--- src/rtl/pong_seq_pkg.sv ---
// Shared types and widths for the Pong game-flow sequencer.
// Optional free-play auto-start is enabled by PONG_SEQ_FREE_PLAY_EN.
package pong_seq_pkg;

    localparam int SCORE_W = 4;
    localparam int FRAME_W = 8;

    localparam logic [SCORE_W-1:0] SCORE_MAX = 4'd15;

    typedef enum logic [1:0] {
        ST_ATTRACT = 2'd0,
        ST_SERVE   = 2'd1,
        ST_PLAY    = 2'd2
    } seq_state_e;

    // Scores stick at SCORE_MAX rather than wrapping back to zero.
    function automatic logic [SCORE_W-1:0] score_inc(input logic [SCORE_W-1:0] s);
        return (s == SCORE_MAX) ? s : s + 1'b1;
    endfunction

endpackage

--- src/rtl/pong_frame_timer.sv ---
// Frame-tick counter: synchronous clear, count enable and a done pulse
// asserted on the enabled tick where the count equals the limit.
module pong_frame_timer
    import pong_seq_pkg::*;
(
    input  logic               clk,
    input  logic               _clr,
    input  logic               clr,
    input  logic               en,
    input  logic [FRAME_W-1:0] limit,
    output logic               done
);

    logic [FRAME_W-1:0] count_reg;

    always_ff @(posedge clk or negedge _clr) begin
        if (!_clr) begin
            count_reg <= '0;
        end else if (clr) begin
            count_reg <= '0;
        end else if (en && (count_reg != '1)) begin
            count_reg <= count_reg + 1'b1;
        end
    end

    assign done = en && (count_reg == limit);

endmodule

--- src/rtl/pong_game_seq.sv ---
// Pong game-flow sequencer: attract / serve-delay / live-play modes and scores.
// Define PONG_SEQ_FREE_PLAY_EN to auto-start after ATTRACT_FRAMES idle frames.
module pong_game_seq
    import pong_seq_pkg::*;
#(
    parameter int SERVE_FRAMES   = 60,
    parameter int WIN_SCORE      = 11,
    parameter int ATTRACT_FRAMES = 180
) (
    input  logic         clk,
    input  logic         _clr,
    input  logic         frame_tick,
    input  logic         coin,
    input  logic         miss_l,
    input  logic         miss_r,
    output logic         attract,
    output logic         serve_wait,
    output logic         play,
    output logic         serve_dir,
    output logic [3:0]   score_l,
    output logic [3:0]   score_r,
    output logic         game_over
);

    localparam logic [1:0] S_ATTRACT = ST_ATTRACT;
    localparam logic [1:0] S_SERVE   = ST_SERVE;
    localparam logic [1:0] S_PLAY    = ST_PLAY;

    localparam logic [FRAME_W-1:0] SERVE_LIM   = FRAME_W'(SERVE_FRAMES - 1);
    localparam logic [FRAME_W-1:0] ATTRACT_LIM = FRAME_W'(ATTRACT_FRAMES - 1);
    localparam logic [SCORE_W-1:0] WIN_VAL     = SCORE_W'(WIN_SCORE);

    logic [1:0]         state_reg, state_next;
    logic [SCORE_W-1:0] score_l_reg, score_l_next;
    logic [SCORE_W-1:0] score_r_reg, score_r_next;
    logic               serve_dir_reg, serve_dir_next;
    logic               game_over_reg, game_over_next;
    logic               attract_reg, serve_wait_reg, play_reg;

    logic               timer_clr, timer_en, timer_done, start, won;
    logic [FRAME_W-1:0] timer_limit;

    assign timer_limit = (state_reg == S_SERVE) ? SERVE_LIM : ATTRACT_LIM;

    pong_frame_timer u_timer (
        .clk   (clk),
        ._clr  (_clr),
        .clr   (timer_clr),
        .en    (timer_en),
        .limit (timer_limit),
        .done  (timer_done)
    );

    always_comb begin
        state_next     = state_reg;
        score_l_next   = score_l_reg;
        score_r_next   = score_r_reg;
        serve_dir_next = serve_dir_reg;
        game_over_next = game_over_reg;
        timer_clr      = 1'b0;
        timer_en       = 1'b0;
        start          = 1'b0;
        won            = 1'b0;
        case (state_reg)
            S_ATTRACT: begin
`ifdef PONG_SEQ_FREE_PLAY_EN
                timer_en = frame_tick;
                start    = coin | timer_done;
`else
                start    = coin;
`endif
                if (start) begin
                    state_next     = S_SERVE;
                    score_l_next   = '0;
                    score_r_next   = '0;
                    game_over_next = 1'b0;
                    timer_clr      = 1'b1;
                end
            end
            S_SERVE: begin
                timer_en = frame_tick;
                if (timer_done) begin
                    state_next = S_PLAY;
                end
            end
            S_PLAY: begin
                // miss_l takes priority when both edges report a miss together
                if (miss_l) begin
                    score_r_next   = score_inc(score_r_reg);
                    serve_dir_next = 1'b0;
                    won            = (score_r_next == WIN_VAL);
                end else if (miss_r) begin
                    score_l_next   = score_inc(score_l_reg);
                    serve_dir_next = 1'b1;
                    won            = (score_l_next == WIN_VAL);
                end
                if (miss_l || miss_r) begin
                    timer_clr      = 1'b1;
                    game_over_next = won;
                    state_next     = won ? S_ATTRACT : S_SERVE;
                end
            end
            default: begin
                state_next = S_ATTRACT;
                timer_clr  = 1'b1;
            end
        endcase
    end

    always_ff @(posedge clk or negedge _clr) begin
        if (!_clr) begin
            state_reg      <= S_ATTRACT;
            score_l_reg    <= '0;
            score_r_reg    <= '0;
            serve_dir_reg  <= 1'b0;
            game_over_reg  <= 1'b0;
            attract_reg    <= 1'b1;
            serve_wait_reg <= 1'b0;
            play_reg       <= 1'b0;
        end else begin
            state_reg      <= state_next;
            score_l_reg    <= score_l_next;
            score_r_reg    <= score_r_next;
            serve_dir_reg  <= serve_dir_next;
            game_over_reg  <= game_over_next;
            attract_reg    <= (state_next == S_ATTRACT);
            serve_wait_reg <= (state_next == S_SERVE);
            play_reg       <= (state_next == S_PLAY);
        end
    end

    assign attract    = attract_reg;
    assign serve_wait = serve_wait_reg;
    assign play       = play_reg;
    assign serve_dir  = serve_dir_reg;
    assign score_l    = score_l_reg;
    assign score_r    = score_r_reg;
    assign game_over  = game_over_reg;

endmodule

--- config.mk ---
export PLATFORM = sky130hd
export DESIGN_NAME = pong_game_seq
export DESIGN_NICKNAME = d
export VERILOG_FILES = /design/src/rtl/pong_seq_pkg.sv /design/src/rtl/pong_frame_timer.sv /design/src/rtl/pong_game_seq.sv
export SDC_FILE = /design/constraint.sdc
export NUM_CORES = 1
export LEC_CHECK = 0
export CAP_MARGIN = 5
export CORE_ASPECT_RATIO = 0.75
export CORE_MARGIN = 2
export CORE_UTILIZATION = 56
export CTS_BUF_LIST = sky130_fd_sc_hd__clkbuf_16
export CTS_CLUSTER_SIZE = 16
export DETAILED_ROUTE_END_ITERATION = 6
export GPL_TIMING_DRIVEN = 1
export PLACE_DENSITY = 0.87
export SYNTH_ARGS = -nofsm -noshare
export SYNTH_HDL_FRONTEND = slang
export SYNTH_SLANG_ARGS = --single-unit
--- constraint.sdc ---
create_clock -name clk -period 4.39 [get_ports clk]
set_clock_uncertainty 0.1 [all_clocks]
set_input_delay 0.6585 -clock clk [delete_from_list [all_inputs] [get_ports clk]]
set_output_delay 0.6585 -clock clk [all_outputs]
set_load 0.02 [all_outputs]
=== Word-level counts from Yosys, hierarchy flattened ===
Index checks and enable logic that the tools add are counted.

* Reductions and logical operators: 12
* $lt $le $gt $ge: 0
* $mul: 0
* Bitwise gates (word level): 0
* Divide/modulo/power cells: 0
* Shifts and indexed selects: 0
* Add/sub/neg operators: 3
* Muxes and demuxes: 28
* Eq/ne operators: 15

{| class="wikitable"
|+ Operator list
! operator !! count
|-
| $mux W4 || 6
|-
| $mux W8 || 3
|-
| $eq A4 B4 Y1 const B || 4
|-
| $pmux W4 S2 || 2
|-
| $mux W1 || 11
|-
| $ne A2 B2 Y1 const B || 5
|-
| $add A4 B1 Y4 const B || 2
|-
| $add A8 B1 Y8 const B || 1
|-
| $eq A8 B8 Y1 || 1
|-
| $ne A8 B8 Y1 const B || 1
|-
| $mux W2 || 3
|-
| $pmux W2 S3 || 1
|-
| $reduce_and A3 Y1 || 2
|-
| $reduce_bool A2 Y1 || 3
|-
| $eq A2 B1 Y1 const B || 2
|-
| $eq A2 B2 Y1 const B || 2
|-
| $logic_not A2 Y1 || 2
|-
| $reduce_and A4 Y1 || 1
|-
| $pmux W1 S3 || 1
|-
| $logic_and A1 B1 Y1 || 2
|-
| $pmux W1 S2 || 1
|-
| $reduce_and A2 Y1 || 1
|-
| $logic_or A1 B1 Y1 || 1
|}

* Latch bits: 0
* Logic and storage cells: 67
* Memory bits (writable): 0
* Output and inout port bits: 13
* Register bits after elaboration: 23
* Memories: 0
* ROM bits: 0

=== Depth between registers and ports, before layout ===
Gate-level depths: netlist of the first run.

* Depth in word-level cells: 10
* Gate-level depth with buffers: 5
* Depth with buffers taken out: 5

=== By module ===
Synthesis of the first run repeated with hierarchy kept, for this count alone.

* Cell total of the unflattened synthesis: 140
* Area total of the unflattened synthesis: 1421.4 µm²

{| class="wikitable"
|+ By module, submodules not included
! module !! area an instance (µm²) !! instances !! cells an instance !! sequential area each (µm²)
|-
| pong_game_seq || 820.8 || 1 || 82 || 376.6
|-
| pong_frame_timer || 600.6 || 1 || 58 || 200.2
|}

=== Least setup slack after synthesis of the first run ===
No wires, ideal clock.

* Path kind: register to register
* From: reg score_r_reg[0], in the netlist score_r[0]
* To: reg serve_wait_reg, in the netlist serve_wait
* Cell stages (with the launch flop): 6
* Arrival: 1.635 ns
* Data required time: 4.169 ns
* Setup time: 0.121 ns
* Setup slack: 2.534 ns
* Cells stage by stage: dfrtp_1 > ha_1 > nor4b_1 > nand3_1 > a221o_1 > nand2b_1

* Cells in the longest elaborated chain, start to end: 9

{| class="wikitable"
|+ Ends and longest elaborated chain
! item !! RTL line !! text
|-
| start: declaration || pong_game_seq.sv:35 || <nowiki>logic [SCORE_W-1:0] score_r_reg, score_r_next;</nowiki>
|-
| start signal: assignment || pong_game_seq.sv:123 || <nowiki>score_r_reg <= score_r_next;</nowiki>
|-
| $add A4 B1 Y4 / $eq A4 B4 Y1 (equally long branches) || pong_seq_pkg.sv:18 || <nowiki>return (s == SCORE_MAX) ? s : s + 1'b1;</nowiki>
|-
| $mux W4 * || pong_seq_pkg.sv:18 ||
|-
| $eq A4 B4 Y1 * || pong_game_seq.sv:91 || <nowiki>won = (score_r_next == WIN_VAL);</nowiki>
|-
| $mux W1 * || pong_game_seq.sv:88 || <nowiki>if (miss_l) begin</nowiki>
|-
| $mux W1 * || pong_game_seq.sv:64 || <nowiki>case (state_reg)</nowiki>
|-
| $mux W1 * || pong_game_seq.sv:100 || <nowiki>state_next = won ? S_ATTRACT : S_SERVE;</nowiki>
|-
| $mux W2 * || pong_game_seq.sv:97 || <nowiki>if (miss_l || miss_r) begin</nowiki>
|-
| $pmux W2 S3 * || pong_game_seq.sv:64 ||
|-
| $eq A2 B1 Y1 * || pong_game_seq.sv:127 || <nowiki>serve_wait_reg <= (state_next == S_SERVE);</nowiki>
|-
| end signal: assignment || pong_game_seq.sv:127 ||
|-
| end: declaration || pong_game_seq.sv:38 || <nowiki>logic attract_reg, serve_wait_reg, play_reg;</nowiki>
|}

Every way passes the cells marked *; elsewhere a longest branch is shown, timed or not. The select of a mux whose other input is x is not followed.
A chain may end at the register's enable or synchronous reset.

=== Worst setup path after layout of the first run ===
* From: in coin
* To: reg score_l_reg[1], in the netlist score_l[1]

* Cells in the longest elaborated chain, start to end: 2

{| class="wikitable"
|+ Ends and longest elaborated chain
! item !! RTL line !! text
|-
| start: declaration || pong_game_seq.sv:13 || <nowiki>input logic coin,</nowiki>
|-
| $ne A2 B2 Y1 (no source line) || -- ||
|-
| $reduce_and A4 Y1 (no source line) || -- ||
|-
| end signal: assignment || pong_game_seq.sv:122 || <nowiki>score_l_reg <= score_l_next;</nowiki>
|-
| end: declaration || pong_game_seq.sv:34 || <nowiki>logic [SCORE_W-1:0] score_l_reg, score_l_next;</nowiki>
|}

No other way between the ends.

==> results of run 1 <==
power groups by stage:
stage	clock (uW)	sequential, uW	combinational (uW)
floorplan	0	268	70.8
global placement	0	272	95.0
detailed placement	0	273	99.2
CTS	193	269	99.7
global route	204	275	112
finish	191	271	100
area by class of cell:
| cell class | count | area (um^2) |
|---|---|---|
| timing repair buffer | 18 | 180 |
| fill | 146 | 537 |
| clock buffer | 3 | 75.1 |
| multi-input combinational | 96 | 626 |
| clock inverter | 1 | 3.75 |
| inverter | 1 | 3.75 |
| sequential | 23 | 577 |
| tap | 24 | 30.0 |
Yosys cell counts (3+ instances only):
| master | n | share of area |
|---|---|---|
| dfrtp_1 | 22 | 0.45 |
| nand2_1 | 17 | 0.052 |
| nor2_1 | 10 | 0.031 |
| a21oi_1 | 7 | 0.029 |
| nand3_1 | 6 | 0.025 |
| nor3_1 | 5 | 0.020 |
| nand2b_1 | 4 | 0.020 |
| ha_1 | 3 | 0.031 |
| mux2i_1 | 3 | 0.025 |
| nor4b_1 | 3 | 0.021 |
| o21ai_0 | 3 | 0.012 |
| o21ai_1 | 3 | 0.012 |
per-layer routing:
metal	part of all wire	track usage	up-vias	routed length, um
met4	0.0085	0.0605	0	23
met2	0.45	0.373	36	1200
li1	-	-	491	-
met3	0.049	0.0731	2	133
met1	0.49	0.347	497	1330
met5	0	0	-	0
cell families after synthesis:
group | Yosys count | share of synthesized area
AND/OR/NAND/NOR | 61 | 0.279
buffers and inverters | 3 | 0.0184
multiplexers | 3 | 0.0245
flip-flops | 23 | 0.471
adder cells (fa/ha/maj) | 3 | 0.0306
XOR/XNOR | 3 | 0.0215
AO/OA/AOI/OAI | 26 | 0.155
worst max-delay path, stage by stage:
cell and delay, ns:
clkdlybuf4s50_1 0.48, nor3b_2 0.48, o21a_1 0.31, nand3_1 0.14, o21ai_1 0.15
worst paths after layout:
| check | to | slack, ns | cells after the start |
|---|---|---|---|
| setup / recovery | score_l[1]$_DFFE_PN0P_ | 2.24 | 5 |
| min in group asynchronous | u_timer.count_reg[3]$_DFFE_PN0P_ | 0.85 | 1 |
| hold / removal | serve_dir$_DFFE_PN0P_ | 0.40 | 2 |
| setup reg to reg | attract$_DFF_PN1_ | 2.45 | 5 |
| max in group asynchronous | score_l[0]$_DFFE_PN0P_ | 2.74 | 1 |
| hold reg to reg | serve_dir$_DFFE_PN0P_ | 0.40 | 2 |
per-stage QoR:
step	cells	power, uW	utilization	hold WS, ns	worst slack (ns)
floorplan	122	339	-	0.263	2.53
global placement	162	367	0.697	0.388	2.07
detailed placement	162	372	0.697	0.393	2.01
CTS	166	562	0.736	0.406	2.26
global route	166	591	0.736	0.448	2.16
finish	166	562	0.736	0.398	2.24
layout by cell type (no fill, tap or decap), types with 3 or more instances in the layout:
master and count:
dfrtp_1 22, clkdlybuf4s50_1 18, nand2_1 17, nor2_1 10, a21oi_1 7, nand3_1 6
nor3_1 5, nand2b_1 4, nor4b_1 3, o21ai_1 3, mux2i_1 3, o21ai_0 3
ha_1 3, clkbuf_16 3
==> impl_table.tex, run 1 <==
\begin{tabular}{lr}
\hline
Metric & Value \\
\hline
\multicolumn{2}{l}{\textbf{Drt}} \\
Router iterations before antenna repair & 4 \\
DR DRC count & 0 \\
Number of routed nets with antenna violations & 0 \\
Average detailed-routed wire length per instance & approximately 16 um \\
Drt total wl & roughly 2700 um \\
Initial drt markers & 34 \\
Via count of the routed design & 1026 \\
Number of vias per cell & 6.18 \\
\multicolumn{2}{l}{\textbf{Clock tree}} \\
Post-cts hold buffer count & 0 \\
Setup fix buffers added after clock tree synthesis & 0 \\
Max H-tree Level & 1 \\
TritonCTS clock tree & yes \\
Num CTS Buffers & 3 \\
Latest clock arrival within the worst-skew pair & 0.25 ns \\
Clock root buffer & clkbuf\_16 \\
Total of cells resized after clock tree synthesis & 0 \\
CTS clock-pin slew for the worst setup and hold paths & 0.05 ns \\
Clk sink count & 23 \\
Number of buffers on the longest clock path & 2 \\
\multicolumn{2}{l}{\textbf{Floorplanning}} \\
Die footprint & $\sim$2600 um\^{}2 \\
Die span in y & 44.5 um \\
Core Area & 2030 um\^{}2 \\
IO Pins & 19 \\
Width of the die & 58.0 um \\
Site Rows & 14 \\
Initial cell density of the core & 0.603 \\
\multicolumn{2}{l}{\textbf{Timing}} \\
Shortest period the worst path allows & 2.15 ns \\
Final worst-path cycle share & 0.489 \\
Fmax achieved & 465 MHz \\
Final Hold Violating Endpoints & 0 \\
Final setup violation count & 0 \\
Setup TNS Final & 0 ns \\
Worst slew margin relative to its limit & 0.340 \\
Final Max Slew Viols & 0 \\
Slew at the pin closest to its max-slew limit & 0.986 ns \\
Setup repair after global routing missed its margin & false \\
\multicolumn{2}{l}{\textbf{Power and ir drop}} \\
Peak supply drop & approximately 0.4 mV \\
Switching power total & 156 uW \\
Power Internal & slightly above 400 uW \\
Pwr/cell area & 376 nW/um\^{}2 \\
Register share of total power & 0.482 \\
Clock power frac & 0.340 \\
Net switching share of the total power & 0.278 \\
Combinational group share of total power & 0.178 \\
Leak & $\sim$0.00061 uW \\
\multicolumn{2}{l}{\textbf{Run status}} \\
Status & completed \\
\multicolumn{2}{l}{\textbf{Hold path}} \\
Worst Min Path Start & serve\_dir\$\_DFFE\_PN0P\_ \\
Path class of the lowest-slack min-delay path & register to register \\
\multicolumn{2}{l}{\textbf{Worst setup path}} \\
Type of destination of the critical path & register \\
Crit-path max FO & 8 \\
Crit path launch type & primary input \\
Crit path kind & primary input to register \\
Launching element of the worst setup path & coin \\
Data arrival, critical path & 2.22 ns \\
Reg2reg start & score\_r[0]\$\_DFFE\_PN0P\_ \\
Worst endpoint required time & 4.47 ns \\
\multicolumn{2}{l}{\textbf{Place}} \\
Total cell area at the placement stage & around 1400 um\^{}2 \\
Port Buffers & 18 \\
Dpl hpwl & 1970 um \\
Last weighted congestion value of the routability-driven placer & approximately 0.79 \\
\multicolumn{2}{l}{\textbf{Global route}} \\
Largest net degree at the start of global routing & 24 \\
Remaining global-route overflow & 0 \\
Via count of the first global-routing pass & 996 \\
Number of antenna violations at the first check in global routing & 0 \\
Wire length of the first global-routing pass & 4710 um \\
Global routing usage summed across all routing layers & 0.245 \\
\multicolumn{2}{l}{\textbf{Logic synthesis}} \\
Net count after synthesis & roughly 130 \\
Synth unique cells & 41 \\
Synthesis Warnings & 0 \\
Post-Syn Instances & 122 \\
Post-synthesis average cell area & approximately 10 um\^{}2 \\
Sequential share of the synthesized area & 0.471 \\
Async S/R FF share, synth & 1.00 \\
Flip-flop and latch count after synthesis & 23 \\
Post-synthesis instance area & 1220 um\^{}2 \\
Leading register cell type out of synthesis & dfrtp\_1 \\
Post-synth EDFFs & 0 \\
\multicolumn{2}{l}{\textbf{Final layout}} \\
Fraction of layout instances using a drive strength above 1 & 0.0634 \\
Number of flip-flops under the largest register name & 8 \\
Count of antenna diodes in the layout & 0 \\
Final standard cell area without fillers & 1500 um\^{}2 \\
Total Nets Final & 152 \\
Syn-to-layout area delta & 22.1\% \\
\multicolumn{2}{l}{\textbf{Run}} \\
Number of violations of the max-capacitance limit & 0 \\
\hline
\end{tabular}
(Power assumes the default switching activity.)
==> run 2: changes to the inputs <==
--- a/config.mk
+++ b/config.mk
@@ -8,12 +8,12 @@
 export CAP_MARGIN = 5
 export CORE_ASPECT_RATIO = 0.75
 export CORE_MARGIN = 2
-export CORE_UTILIZATION = 56
+export CORE_UTILIZATION = 52
 export CTS_BUF_LIST = sky130_fd_sc_hd__clkbuf_16
 export CTS_CLUSTER_SIZE = 16
 export DETAILED_ROUTE_END_ITERATION = 6
 export GPL_TIMING_DRIVEN = 1
-export PLACE_DENSITY = 0.87
+export PLACE_DENSITY = 0.81
 export SYNTH_ARGS = -nofsm -noshare
 export SYNTH_HDL_FRONTEND = slang
 export SYNTH_SLANG_ARGS = --single-unit
==> constraint.sdc (replaced) <==
create_clock -name clk -period 2.2 [get_ports clk]
set_clock_uncertainty 0.1 [all_clocks]
set_input_delay 0.33 -clock clk [delete_from_list [all_inputs] [get_ports clk]]
set_output_delay 0.33 -clock clk [all_outputs]
set_load 0.02 [all_outputs]
==> impl_table.tex, run 2 (synthesized netlist as in run 1, its figures left out) <==
\begin{tabular}{lr}
\hline
Metric & Value \\
\hline
\multicolumn{2}{l}{\textbf{Clock tree}} \\
TritonCTS clock tree & yes \\
Number of buffers on the longest clock path & 2 (unchanged) \\
Post-cts hold buffer count & 0 (unchanged) \\
Total of cells resized after clock tree synthesis & 0 (unchanged) \\
Setup fix buffers added after clock tree synthesis & 0 (unchanged) \\
Clock root buffer & clkbuf\_16 \\
CTS clock-pin slew for the worst setup and hold paths & 0.06 ns (about the same) \\
Latest clock arrival within the worst-skew pair & 0.26 ns (about the same) \\
Max H-tree Level & 1 (unchanged) \\
Num CTS Buffers & 3 (unchanged) \\
Clk sink count & 23 (unchanged) \\
\multicolumn{2}{l}{\textbf{Worst setup path}} \\
Worst endpoint required time & 2.24 ns (-2.23 ns) \\
Cell-by-cell listing of the critical path & ha\_1 -> nor4b\_1 -> nand3\_1 -> a221o\_1 -> nand2b\_1 \\
Category of cells accounting for the largest share of critical-path delay & simple AND/OR/NAND/NOR gates \\
Delay contributed by the slowest stage of the critical path & 0.45 ns (-0.03 ns) \\
CP max stage cell & dfrtp\_1 \\
Crit path launch type & register \\
Crit path kind & register to register \\
Buffering stage count on the worst path with inverters included & 0 (-1) \\
Data arrival, critical path & 2.06 ns (-0.16 ns) \\
Type of destination of the critical path & register \\
Crit-path max FO & 5 (-3) \\
\multicolumn{2}{l}{\textbf{Final layout}} \\
Syn-to-layout area delta & 24.4\% \\
Total Nets Final & 154 (+1.3\%) \\
Number of standard cells in the layout, taps in and fillers out & 178 (+7.2\%) \\
Count of antenna diodes in the layout & 0 (unchanged) \\
Fillcell total & 179 (+23\%) \\
Fraction of layout instances using a drive strength above 1 & 0.0833 (+0.0200) \\
Most common cell after layout, fill and taps aside & dfrtp\_1 \\
Number of flip-flops under the largest register name & 8 (unchanged) \\
Most frequent cells in the layout & dfrtp\_1, clkdlybuf4s50\_1, nand2\_1 \\
\multicolumn{2}{l}{\textbf{Floorplanning}} \\
IO Pins & 19 (unchanged) \\
Core Area & 2270 um\^{}2 (+12\%) \\
Die span in y & 46.0 um (+3.4\%) \\
Width of the die & 60.0 um (+3.5\%) \\
Die footprint & 2760 um\^{}2 (+7.1\%) \\
Site Rows & 15 (+1) \\
Initial cell density of the core & 0.539 (-0.0634) \\
\multicolumn{2}{l}{\textbf{Timing}} \\
Final Hold Violating Endpoints & 0 (unchanged) \\
Final Max Slew Viols & 0 (unchanged) \\
Setup repair after global routing missed its margin & false \\
Worst slew margin relative to its limit & 0.722 (+0.382) \\
Shortest period the worst path allows & 2.01 ns \\
Final setup violation count & 0 (unchanged) \\
Final worst-path cycle share & 0.916 \\
Setup TNS Final & 0 ns (unchanged) \\
Slew at the pin closest to its max-slew limit & 0.416 ns (-0.571 ns) \\
Fmax achieved & 496 MHz \\
\multicolumn{2}{l}{\textbf{Global route}} \\
Largest net degree at the start of global routing & 24 (unchanged) \\
Via count of the first global-routing pass & 956 (-4.0\%) \\
Remaining global-route overflow & 0 (unchanged) \\
Wire length of the first global-routing pass & 4430 um (-5.9\%) \\
Number of antenna violations at the first check in global routing & 0 (unchanged) \\
Global routing usage summed across all routing layers & 0.222 (-0.0228) \\
\multicolumn{2}{l}{\textbf{Power and ir drop}} \\
Pwr/cell area & 747 nW/um\^{}2 (+99\%) \\
Leak & 0.000618 uW (+1.4\%) \\
Power Internal & 816 uW (+100\%) \\
Switching power total & 323 uW (+110\%) \\
Net switching share of the total power & 0.284 (+0.00584) \\
Peak supply drop & 0.436 mV (+8.6\%) \\
Combinational group share of total power & 0.180 (+0.002) \\
Register share of total power & 0.474 (-0.008) \\
Clock power frac & 0.346 (+0.006) \\
\multicolumn{2}{l}{\textbf{Drt}} \\
Number of routed nets with antenna violations & 0 (unchanged) \\
DR DRC count & 0 (unchanged) \\
Average detailed-routed wire length per instance & 15.1 um (-6.9\%) \\
Number of vias per cell & 5.85 (-5.3\%) \\
Router iterations before antenna repair & 4 (unchanged) \\
Via count of the routed design & 1042 (+1.6\%) \\
Drt total wl & 2690 um (-0.15\%) \\
Initial drt markers & 29 (-15\%) \\
\multicolumn{2}{l}{\textbf{Place}} \\
Dpl hpwl & 1920 um (-2.5\%) \\
Last weighted congestion value of the routability-driven placer & 0.837 (+6.0\%) \\
Placed Cells & 174 (+7.4\%) \\
Port Buffers & 18 (unchanged) \\
\multicolumn{2}{l}{\textbf{Run}} \\
Number of violations of the max-capacitance limit & 0 (unchanged) \\
\multicolumn{2}{l}{\textbf{Run status}} \\
Status & completed \\
\multicolumn{2}{l}{\textbf{Hold path}} \\
Path class of the lowest-slack min-delay path & primary input to asynchronous set/reset pin \\
\hline
\end{tabular}
[run 2: cell count changes in the layout (fill, tap and decap cells not counted), sizes merged]
cell	previous run	this run
buf	0	2
clkinv	0	1
inv	2	1
[run 2: area by class of cell]
| class | count | area (um^2) | area share |
|---|---|---|---|
| inverter | 1 | 3.75 | 0.00246 |
| clock buffer | 3 | 75.1 | 0.0493 |
| tap | 34 | 42.5 | 0.0279 |
| sequential | 23 | 577 | 0.378 |
| timing repair buffer | 20 | 195 | 0.128 |
| multi-input combinational | 96 | 626 | 0.411 |
| clock inverter | 1 | 5.00 | 0.00328 |
[run 2: path summary, 6_finish.rpt]
kind                                   startpoint  cells after the start  slack (ns)                endpoint
max                        score_r[0]$_DFFE_PN0P_                      5        0.19  state_reg[0]$_DFF_PN0_
min                                          _clr                      2        0.32  score_r[1]$_DFFE_PN0P_
max reg2reg                score_r[0]$_DFFE_PN0P_                      5        0.19  state_reg[0]$_DFF_PN0_
min reg2reg                 serve_dir$_DFFE_PN0P_                      2        0.40   serve_dir$_DFFE_PN0P_
max in group asynchronous                    _clr                      2        1.39       attract$_DFF_PN1_
min in group clk            serve_dir$_DFFE_PN0P_                      2        0.40   serve_dir$_DFFE_PN0P_
[run 2: metrics by stage]
step	power, uW	util	setup slack (ns)	cell area (um^2)	hold WS (ns)
floorplan	676	-	0.344	1220	-0.0656
global placement	735	0.636	0.230	1440	0.391
detailed placement	749	0.636	0.167	1440	0.397
CTS	1140	0.671	0.190	1520	0.338
global route	1200	0.671	0.0829	1520	0.361
finish	1140	0.671	0.185	1520	0.322
[run 2: layer usage]
metal	vias up	share of wire	wire length, um	GRT usage
met5	-	0	0	0
met4	0	0.011	29	0.0489
met3	6	0.064	172	0.0625
met2	45	0.45	1220	0.335
met1	497	0.47	1270	0.320
li1	494	-	-	-
[run 2: power by group through the flow]
stage | Sequential, uW | Combinational (uW) | Clock (uW)
after floorplan | 535 | 141 | 0
after global placement | 540 | 195 | 0
after detailed placement | 545 | 204 | 0
after CTS | 538 | 205 | 392
after global routing | 550 | 238 | 408
final | 539 | 205 | 394
==> run 3: changes to the inputs <==
--- a/config.mk
+++ b/config.mk
@@ -17,3 +17,4 @@
 export SYNTH_ARGS = -nofsm -noshare
 export SYNTH_HDL_FRONTEND = slang
 export SYNTH_SLANG_ARGS = --single-unit
+export TNS_END_PERCENT = 100
==> results of run 3 <==
Final layout, timing and power as in run 2 (identical DEF).
